**src/rtl/imem_loader_if.sv**
```systemverilog
// Byte-stream input and instruction-memory write port of the imem_loader.
// The loader takes the master side; the byte source / memory takes the slave side.
interface imem_loader_if #(
  parameter int N = 32
);
  logic         in_valid;
  logic [7:0]   in_data;
  logic         in_ready;
  logic         we;
  logic [7:0]   waddr;
  logic [N-1:0] wdata;

  modport master (
    input  in_valid, in_data,
    output in_ready, we, waddr, wdata
  );

  modport slave (
    output in_valid, in_data,
    input  in_ready, we, waddr, wdata
  );
endinterface

```
**src/rtl/imem_loader.sv**
```systemverilog
// Packs a little-endian byte stream into LEN words of N bits and writes them to imem.
// Optional running XOR checksum of written words: define IMEM_LOADER_CHECKSUM_EN.
module imem_loader #(
  parameter int N   = 32,   // multiple of 8, >= 8
  parameter int LEN = 256   // 1..256 words per load
) (
  input  logic                clk,
  input  logic                reset,
  input  logic                start,
  imem_loader_if.master       bus,
  output logic                busy,
  output logic                done
`ifdef IMEM_LOADER_CHECKSUM_EN
  ,
  output logic [N-1:0]        checksum
`endif
);

  localparam int         BPW       = N / 8;
  localparam int         CW        = (BPW > 1) ? $clog2(BPW) : 1;
  localparam logic [7:0] LAST_ADDR = 8'(LEN - 1);

  typedef enum logic [1:0] {IDLE, LOAD, WRITE, DONE} state_t;

  state_t        r_state;
  logic [CW-1:0] r_bcnt;
  logic [7:0]    r_addr;
  logic [N-1:0]  r_word;
  logic          r_we;
  logic [7:0]    r_waddr;
  logic [N-1:0]  r_wdata;
  logic          r_busy;
  logic          r_done;

  logic          w_accept;
  logic          w_last_byte;
  logic          w_start_ok;
  logic [N-1:0]  w_word_next;

  assign w_accept    = bus.in_valid && (r_state == LOAD);
  assign w_last_byte = (r_bcnt == CW'(BPW - 1));
  assign w_start_ok  = start && ((r_state == IDLE) || (r_state == DONE));

  // NOTE: every signal assigned in always_comb gets a default first, so no path leaves it unassigned and no latch is inferred.
  always_comb begin
    w_word_next = r_word;
    w_word_next[8*int'(r_bcnt) +: 8] = bus.in_data;
  end

  // NOTE: sequential state uses non-blocking assignments so every register samples pre-edge values.
  always_ff @(posedge clk) begin
    if (!reset) begin
      r_state <= IDLE;
      r_bcnt  <= '0;
      r_addr  <= '0;
      r_word  <= '0;
      r_we    <= 1'b0;
      r_waddr <= '0;
      r_wdata <= '0;
      r_busy  <= 1'b0;
      r_done  <= 1'b0;
    end else begin
      r_we <= 1'b0;
      unique case (r_state)
        IDLE, DONE: begin
          if (start) begin
            r_state <= LOAD;
            r_bcnt  <= '0;
            r_addr  <= '0;
            r_word  <= '0;
            r_busy  <= 1'b1;
            r_done  <= 1'b0;
          end
        end
        LOAD: begin
          if (w_accept) begin
            r_word <= w_word_next;
            if (w_last_byte) begin
              r_bcnt  <= '0;
              r_state <= WRITE;
              r_we    <= 1'b1;
              r_waddr <= r_addr;
              r_wdata <= w_word_next;
            end else begin
              r_bcnt <= r_bcnt + CW'(1);
            end
          end
        end
        WRITE: begin
          // Address saturates at LAST_ADDR: the final word ends the load instead of wrapping.
          if (r_addr == LAST_ADDR) begin
            r_state <= DONE;
            r_busy  <= 1'b0;
            r_done  <= 1'b1;
          end else begin
            r_addr  <= r_addr + 8'd1;
            r_state <= LOAD;
          end
        end
        default: r_state <= IDLE;
      endcase
    end
  end

`ifdef IMEM_LOADER_CHECKSUM_EN
  logic [N-1:0] r_checksum;

  always_ff @(posedge clk) begin
    if (!reset) begin
      r_checksum <= '0;
    end else if (w_start_ok) begin
      r_checksum <= '0;
    end else if (r_state == WRITE) begin
      r_checksum <= r_checksum ^ r_wdata;
    end
  end

  assign checksum = r_checksum;
`endif

  assign bus.in_ready = (r_state == LOAD);
  assign bus.we       = r_we;
  assign bus.waddr    = r_waddr;
  assign bus.wdata    = r_wdata;
  assign busy         = r_busy;
  assign done         = r_done;

endmodule

```
**src/flat_wrapper.sv**
```systemverilog
// flat-port wrapper written by rule: the top's interface ports become plain ports
module imem_loader_flat 
#(
  parameter int N   = 32,                         
  parameter int LEN = 256                           
)
  (clk, reset, start, busy, done, bus_in_valid, bus_in_data, bus_in_ready, bus_we, bus_waddr, bus_wdata);
  imem_loader_if #(.N(N)) bus_i ();
  input  logic clk;
  input  logic reset;
  input  logic start;
  output logic busy;
  output logic done;
  input wire logic [$bits(bus_i.in_valid)-1:0] bus_in_valid;
  input wire logic [$bits(bus_i.in_data)-1:0] bus_in_data;
  output wire logic [$bits(bus_i.in_ready)-1:0] bus_in_ready;
  output wire logic [$bits(bus_i.we)-1:0] bus_we;
  output wire logic [$bits(bus_i.waddr)-1:0] bus_waddr;
  output wire logic [$bits(bus_i.wdata)-1:0] bus_wdata;
  assign bus_i.in_valid = bus_in_valid;
  assign bus_i.in_data = bus_in_data;
  assign bus_in_ready = bus_i.in_ready;
  assign bus_we = bus_i.we;
  assign bus_waddr = bus_i.waddr;
  assign bus_wdata = bus_i.wdata;
  imem_loader #(.N(N), .LEN(LEN)) u_core (.clk(clk), .reset(reset), .start(start), .bus(bus_i), .busy(busy), .done(done));
endmodule
```
**config.mk**
```make
export PLATFORM = sky130hd
export DESIGN_NAME = imem_loader_flat
export DESIGN_NICKNAME = d
export VERILOG_FILES = /design/src/rtl/imem_loader_if.sv /design/src/rtl/imem_loader.sv /design/src/flat_wrapper.sv
export SDC_FILE = /design/constraint.sdc
export NUM_CORES = 1
export LEC_CHECK = 0
export CAP_MARGIN = 5
export CORE_MARGIN = 2
export CORE_UTILIZATION = 55
export CTS_BUF_LIST = sky130_fd_sc_hd__clkbuf_8
export CTS_CLUSTER_DIAMETER = 40
export DETAILED_ROUTE_END_ITERATION = 16
export GPL_ROUTABILITY_DRIVEN = 0
export GPL_TIMING_DRIVEN = 0
export PLACE_DENSITY = 0.81
export SETUP_SLACK_MARGIN = 0.15
export SYNTH_ARGS = -nofsm -noshare
export SYNTH_HDL_FRONTEND = slang
export SYNTH_SLANG_ARGS = --single-unit
```
**constraint.sdc**
```tcl
create_clock -name clk -period 3.5 [get_ports clk]
set_input_delay 0.7 -clock clk [delete_from_list [all_inputs] [get_ports clk]]
set_output_delay 0.7 -clock clk [all_outputs]
set_load 0.01 [all_outputs]
```
==> flow_summary_export.csv, run 1 <==
group,metric,value,unit
grt,grt_pass1_vias,3007,
yosys,syn_inst,375,
yosys,ys_seq_area_share,48.8,%
die,num_io_pins,56,
timing,setup_tns,0,ns
timing,setup_ws,1.18,ns
place,dp_hpwl,5.92,mm
power,peakVddDrop,0.274,mV
timing,fmax,432,MHz
power,p_total,2.01,mW
drt,drtPass1Iterations,4,
clock_tree,numCtsBuffers,9,
timing,setup_viol,0,
drt,vias,3070,
die,initial_core_util,56.5,%
die,dieArea,0.00715,sq mm
cells_and_area,syn_to_final_growth,23.0,%
power,p_per_area,459,mW/mm^2
timing,hold_slack,0.464,ns
worst_setup_path,reg2regPathDepth,6,
power,p_leak,1.68,nW
clock_tree,cts_sinks,87,
power,power_frac_seq,50.5,%
worst_setup_path,crit_required,2.80,ns
timing,rsz0062_at_grt,"no",
worst_setup_path,path_max_fanout,4,
die,fp.dieW,84.6,um
grt,antenna_found_initial,0,
clock_tree,cts_tree,"done",
die,coreArea,0.00631,sq mm
min_path,hold_start,"u_core.bus.waddr[1]",
timing,slew_headroom,55.3,%
worst_setup_path,cp-end-kind,"output pin",
power,intPower,1.45,mW
clock_tree,clock-root-buffer,"clkbuf_8",
yosys,ys_ff_latch,87,
power,switching_power,0.563,mW
clock_tree,cts_htree_levels,3,
cells_and_area,fin_nets,459,
die,row_count,29,
drt,finalWirelength,8.60,mm
cells_and_area,mostFrequentLayoutCells,"87 x dfxtp_1, 51 x clkdlybuf4s50_1, 40 x nor2_1, 38 x o21ai_0",
yosys,yosys_warnings,0,
clock_tree,post_cts_buffers,0,
status,status,"completed",
timing,slew_viol_final,0,
yosys,synth_area_leaders,"dfxtp_1 49%, a221oi_1 6.9%, a22o_1 6.9%, o21ai_0 5.3%, nor2_1 4.2%",
clock_tree,cts_buffer_depth,2,
place,port_buffers,51,
min_path,min_path_cells,2,
grt,grt_pass1_wl,14.4,mm
yosys,avgSynthCellArea,9.52,sq um
worst_setup_path,start_kind,"flip-flop",
place,dp_slack,0.870,ns
place,placed_cells,503,
job,drv_cap,0,
cells_and_area,diodes,0,
min_path,holdPathEnd,"u_core.bus.waddr[1]",
grt,overflow,0,
clock_tree,insertion_delay,0.37,ns
worst_setup_path,reg2reg_setup_slack,1.39,ns
min_path,min_path_type,"flip-flop to flip-flop",
power,switching_share,27.9,%
power,p_comb_share,12.2,%
yosys,synth_adder_area_share,3.51,%
timing,fin_crit_sh,66.2,%
worst_setup_path,timing.rr.end,"u_core.r_word[27]",
timing,tightestPinTransition,0.666,ns
drt,final_antenna_net_count,0,
clock_tree,clk_pin_slew,0.09,ns
drt,drtIter0Drc,182,
clock_tree,cts_hold_buf,0,
yosys,yosys-mux-area-fraction,1.19,%
timing,fin_skew,0.00879,ns
grt,grt.total_usage,25.1,%
cells_and_area,fin_cells,519,
drt,wl_per_cell,16.6,um
timing,fin_crit,2.32,ns
yosys,syn-num-nets,397,
yosys,yosys.area_share.simple,12.8,%
grt,grt_start_max_net_pins,17,
power,p_clk_share,37.4,%
worst_setup_path,r2r_start,"u_core.r_bcnt[0]",
worst_setup_path,worst_ep_arrival_time,1.62,ns
yosys,yosysTopAreaCell,"dfxtp_1",
cells_and_area,final_common_cell,"dfxtp_1",
yosys,synthXorXnorAreaFrac,0.736,%
clock_tree,ctsResizeCount,0,
yosys,synthesis.area,0.00357,sq mm
yosys,synth_compound_area_share,28.7,%
yosys,synth_top_area_share,48.8,%
drt,drcViolationCount,0,
yosys,synth_top_family_by_area,"compound AO/OA/AOI/OAI gates",
timing,finalHoldViolCount,0,
worst_setup_path,critical_path_class,"flip-flop to output pin",
drt,vias_per_cell,5.92,
die,fp.dieH,84.6,um
yosys,ys_types,45,
cells_and_area,drive_above_1_share,7.92,%
==> critical path, cell delays in order (launching register included) <==
cell             delay [ns]
dfxtp_1                0.34
inv_1                  0.08
ha_1                   0.25
clkdlybuf4s50_1        0.58
==> cell families (layout without fill, tap and decap cells) <==
group / after synthesis / in the layout
flip-flops: 87 / 87
AO/OA/AOI/OAI: 141 / 141
multiplexers: 4 / 4
XOR/XNOR: 3 / 3
buffers and inverters: 37 / 104
AND/OR/NAND/NOR: 93 / 93
adder cells (fa/ha/maj): 10 / 10
==> registers in the layout (all words and copies together) (netlist names) <==
name,count
u_core.bus.wdata,32
u_core.r_word,32
u_core.bus.waddr,8
u_core.r_addr,8
u_core.r_bcnt,2
u_core.r_state,2
u_core.bus.we,1
u_core.busy,1
u_core.done,1
==> per-layer routing <==
layer	routed length [um]	vias to the layer above	global-route usage [%]	share of wire (%)
met5	0	-	0	0
met4	188	0	11.1	2.2
met3	473	17	5.51	5.5
met2	4020	89	40.0	47
met1	3920	1456	32.9	46
li1	-	1508	-	-
==> worst max-delay path by stage <==
stage / slack [ns] / to / cells past startpoint / from
5_1_grt: 1.11 / bus_in_ready / 3 / u_core.r_state[1]
3_5_place_dp: 0.87 / u_core.bus.wdata[24] / 6 / bus_in_valid
6_report: 1.18 / bus_in_ready / 3 / u_core.r_state[1]
4_1_cts: 1.17 / bus_in_ready / 3 / u_core.r_state[1]
2_1_floorplan: 1.68 / u_core.r_word[10] / 7 / u_core.r_bcnt[0]
3_3_place_gp: 0.87 / u_core.bus.wdata[28] / 6 / bus_in_valid
==> through the flow <==
step	instance area, sq um	utilization (%)
after floorplan	3570	-
after global placement	4180	66.2
after detailed placement	4180	66.2
after CTS	4390	69.5
after global routing	4390	69.5
final	4390	69.5
==> power by group through the flow <==
stage / logic [mW] / registers, mW / clock network, mW
floorplan: 0.168 / 1.04 / 0
global placement: 0.235 / 1.04 / 0
detailed placement: 0.241 / 1.04 / 0
CTS: 0.244 / 1.02 / 0.752
global route: 0.269 / 1.02 / 0.796
finish: 0.245 / 1.02 / 0.753
==> cell type report <==
cell class	count	area (sq um)
clock buffers	10	138
repair buffers	51	510
clock inverters	6	76.3
flip-flops and latches	87	1740
plain buffers	26	111
well taps	77	96.3
inverters	11	41.3
multi-input cells	251	1680
fillers	513	1920
==> synth_stat cells, drive strengths merged <==
library cell and n:
nand4 3, a31oi 3, nor2 40, nor2b 4, o21ai 41, o211a 1
buf 12, o211ai 2, nor3 2, nand2 26, o2111ai 1, and4bb 1
mux2i 2, a22oi 4, ha 10, nor4b 2, and4 2, inv 11
and3b 1, and2 1, a211oi 1, and3 2, clkbuf 14, mux2 2
a22o 28, a21boi 14, a21oi 5, nand2b 1, nand3 8, dfxtp 87
xor2 3, o21a 8, o2bb2ai 4, a21bo 1, a221oi 28
(Power assumes the default switching activity.)
==> run 2, diff against run 1 <==
CORE_UTILIZATION = 50   (was 55)
PLACE_DENSITY = 0.78   (was 0.81)
clock period = 2.1 ns   (was 3.5 ns; I/O delays follow)
==> run 2 against run 1 <==
Clock-buffer cell count fell by 1. Critical endpoint is now u_core.bus.wdata[20]. Clock skew increased by 0.0033 ns. Combinational power rose by 79%. Critical path type is now input pin to flip-flop. Largest power group unchanged. Critical path depth rose by 3. Setup slack got worse by 0.95 ns. Sequential power rose by 67%. Wire length is 2.1% higher. Sequential share of layout area is 0.52 points lower. Via count up 2.4%. Clock power increased by 50%.
==> flow_summary_export.csv, run 2 (same netlist as run 1, synthesis figures left out) <==
group,metric,value,unit
place,dp_hpwl,6.01,mm
job,drv_cap,0,
timing,fin_crit,1.86,ns
min_path,min_path_cells,2,
worst_setup_path,crit_required,2.34,ns
clock_tree,cts_hold_buf,0,
timing,finalHoldViolCount,0,
die,coreArea,0.00687,sq mm
worst_setup_path,worst_ep_arrival_time,2.10,ns
worst_setup_path,path_max_fanout,10,
clock_tree,cts_htree_levels,3,
timing,tightestPinTransition,0.495,ns
status,status,"completed",
power,power_frac_seq,52.0,%
worst_setup_path,timing.rr.end,"u_core.r_word[28]",
cells_and_area,stdcell_area,0.00446,sq mm
place,port_buffers,51,
timing,slew_headroom,67.0,%
clock_tree,cts_tree,"done",
grt,antenna_found_initial,0,
cells_and_area,diodes,0,
drt,drtPass1Iterations,4,
clock_tree,cts_buffer_depth,2,
power,p_comb_share,13.4,%
die,row_count,30,
timing,fin_crit_sh,88.7,%
worst_setup_path,start_kind,"input pin",
die,fp.dieH,88.5,um
die,dieArea,0.00783,sq mm
die,num_io_pins,56,
power,p_clk_share,34.6,%
place,placed_area,0.00420,sq mm
worst_setup_path,critical_path_class,"input pin to flip-flop",
cells_and_area,drive_above_1_share,11.5,%
power,intPower,2.38,mW
worst_setup_path,crit_start,"bus_in_valid",
timing,slew_viol_final,0,
drt,vias,3143,
power,switching_power,0.888,mW
cells_and_area,mostFrequentLayoutCells,"84 x dfxtp_1, 50 x clkdlybuf4s50_1, 38 x o21ai_0, 38 x nor2_1",
drt,final_antenna_net_count,0,
grt,grt_pass1_wl,14.4,mm
clock_tree,insertion_delay,0.35,ns
grt,grt_start_max_net_pins,15,
worst_setup_path,reg2reg_setup_slack,0.27,ns
min_path,hold_start,"u_core.bus.waddr[7]",
die,initial_core_util,52.0,%
drt,drcViolationCount,0,
drt,vias_per_cell,5.83,
drt,drtIter0Drc,198,
clock_tree,numCtsBuffers,9,
worst_setup_path,cp-end-kind,"flip-flop",
timing,fmax,537,MHz
timing,fin_skew,0.0121,ns
power,switching_share,27.2,%
grt,overflow,0,
timing,hold_slack,0.465,ns
power,p_per_area,732,mW/mm^2
timing,setup_viol,0,
timing,rsz0062_at_grt,"no",
grt,grt_pass1_vias,2970,
min_path,holdPathEnd,"u_core.bus.waddr[7]",
grt,grt.total_usage,23.7,%
clock_tree,clock-root-buffer,"clkbuf_8",
power,peakVddDrop,0.438,mV
worst_setup_path,r2r_start,"u_core.r_state[0]",
power,p_total,3.27,mW
clock_tree,cts_sinks,87,
cells_and_area,syn_to_final_growth,25.1,%
die,fp.dieW,88.5,um
drt,wl_per_cell,16.3,um
cells_and_area,fin_cells,539,
cells_and_area,final_common_cell,"dfxtp_1",
min_path,min_path_type,"flip-flop to flip-flop",
place,placed_cells,522,
power,p_leak,1.71,nW
drt,finalWirelength,8.78,mm
clock_tree,clk_pin_slew,0.08,ns
worst_setup_path,reg2regPathDepth,6,
cells_and_area,fin_nets,460,
[run 2: worst max-delay path by stage]
stage                                       to  depth (start not counted)
after global placement    u_core.bus.wdata[27]                          6
after CTS                         bus_in_ready                          3
after floorplan              u_core.r_word[10]                          7
after detailed placement  u_core.bus.wdata[28]                          6
final                     u_core.bus.wdata[20]                          6
after global routing         u_core.r_word[14]                          8
[run 2: routing by layer]
metal	global-route usage [%]	wire length (um)
met1	33.4	4220
met4	10.2	168
met5	0	0
met3	3.45	432
met2	36.2	3960
[run 2: power by group through the flow]
stage / logic (mW) / clock network (mW) / registers, mW
floorplan: 0.279 / 0 / 1.73
global placement: 0.392 / 0 / 1.73
detailed placement: 0.400 / 0 / 1.73
CTS: 0.418 / 1.14 / 1.70
global route: 0.474 / 1.22 / 1.70
finish: 0.438 / 1.13 / 1.70
[run 2: cell type report]
class | instances | area (sq um)
inverter | 11 | 41.3
sequential | 87 | 1750
fill | 572 | 2400
buffer | 26 | 130
clock inverter | 7 | 65.1
multi-input combinational | 251 | 1720
clock buffer | 9 | 124
timing repair buffer | 52 | 520
tap | 96 | 120
[run 2: repair_timing]
item,CTS,global route
pin swaps,1,0
gates resized for setup,6,28
setup endpoints to repair,36,60
setup buffers,1,0
[run 2: critical path, cell delays in order]
cell	delay (ns)
clkdlybuf4s50_1	0.59
clkbuf_4	0.25
nand3_2	0.21
clkbuf_2	0.26
a221oi_1	0.29
nor2_1	0.09
[run 2: through the flow]
step | setup slack [ns] | TNS [ns] | util (%)
after floorplan | 0.282 | 0 | -
after global placement | -0.201 | -3.94 | 61.1
after detailed placement | -0.185 | -5.06 | 61.1
after CTS | 0.152 | 0 | 64.3
after global routing | 0.153 | 0 | 65.0
final | 0.237 | 0 | 65.0
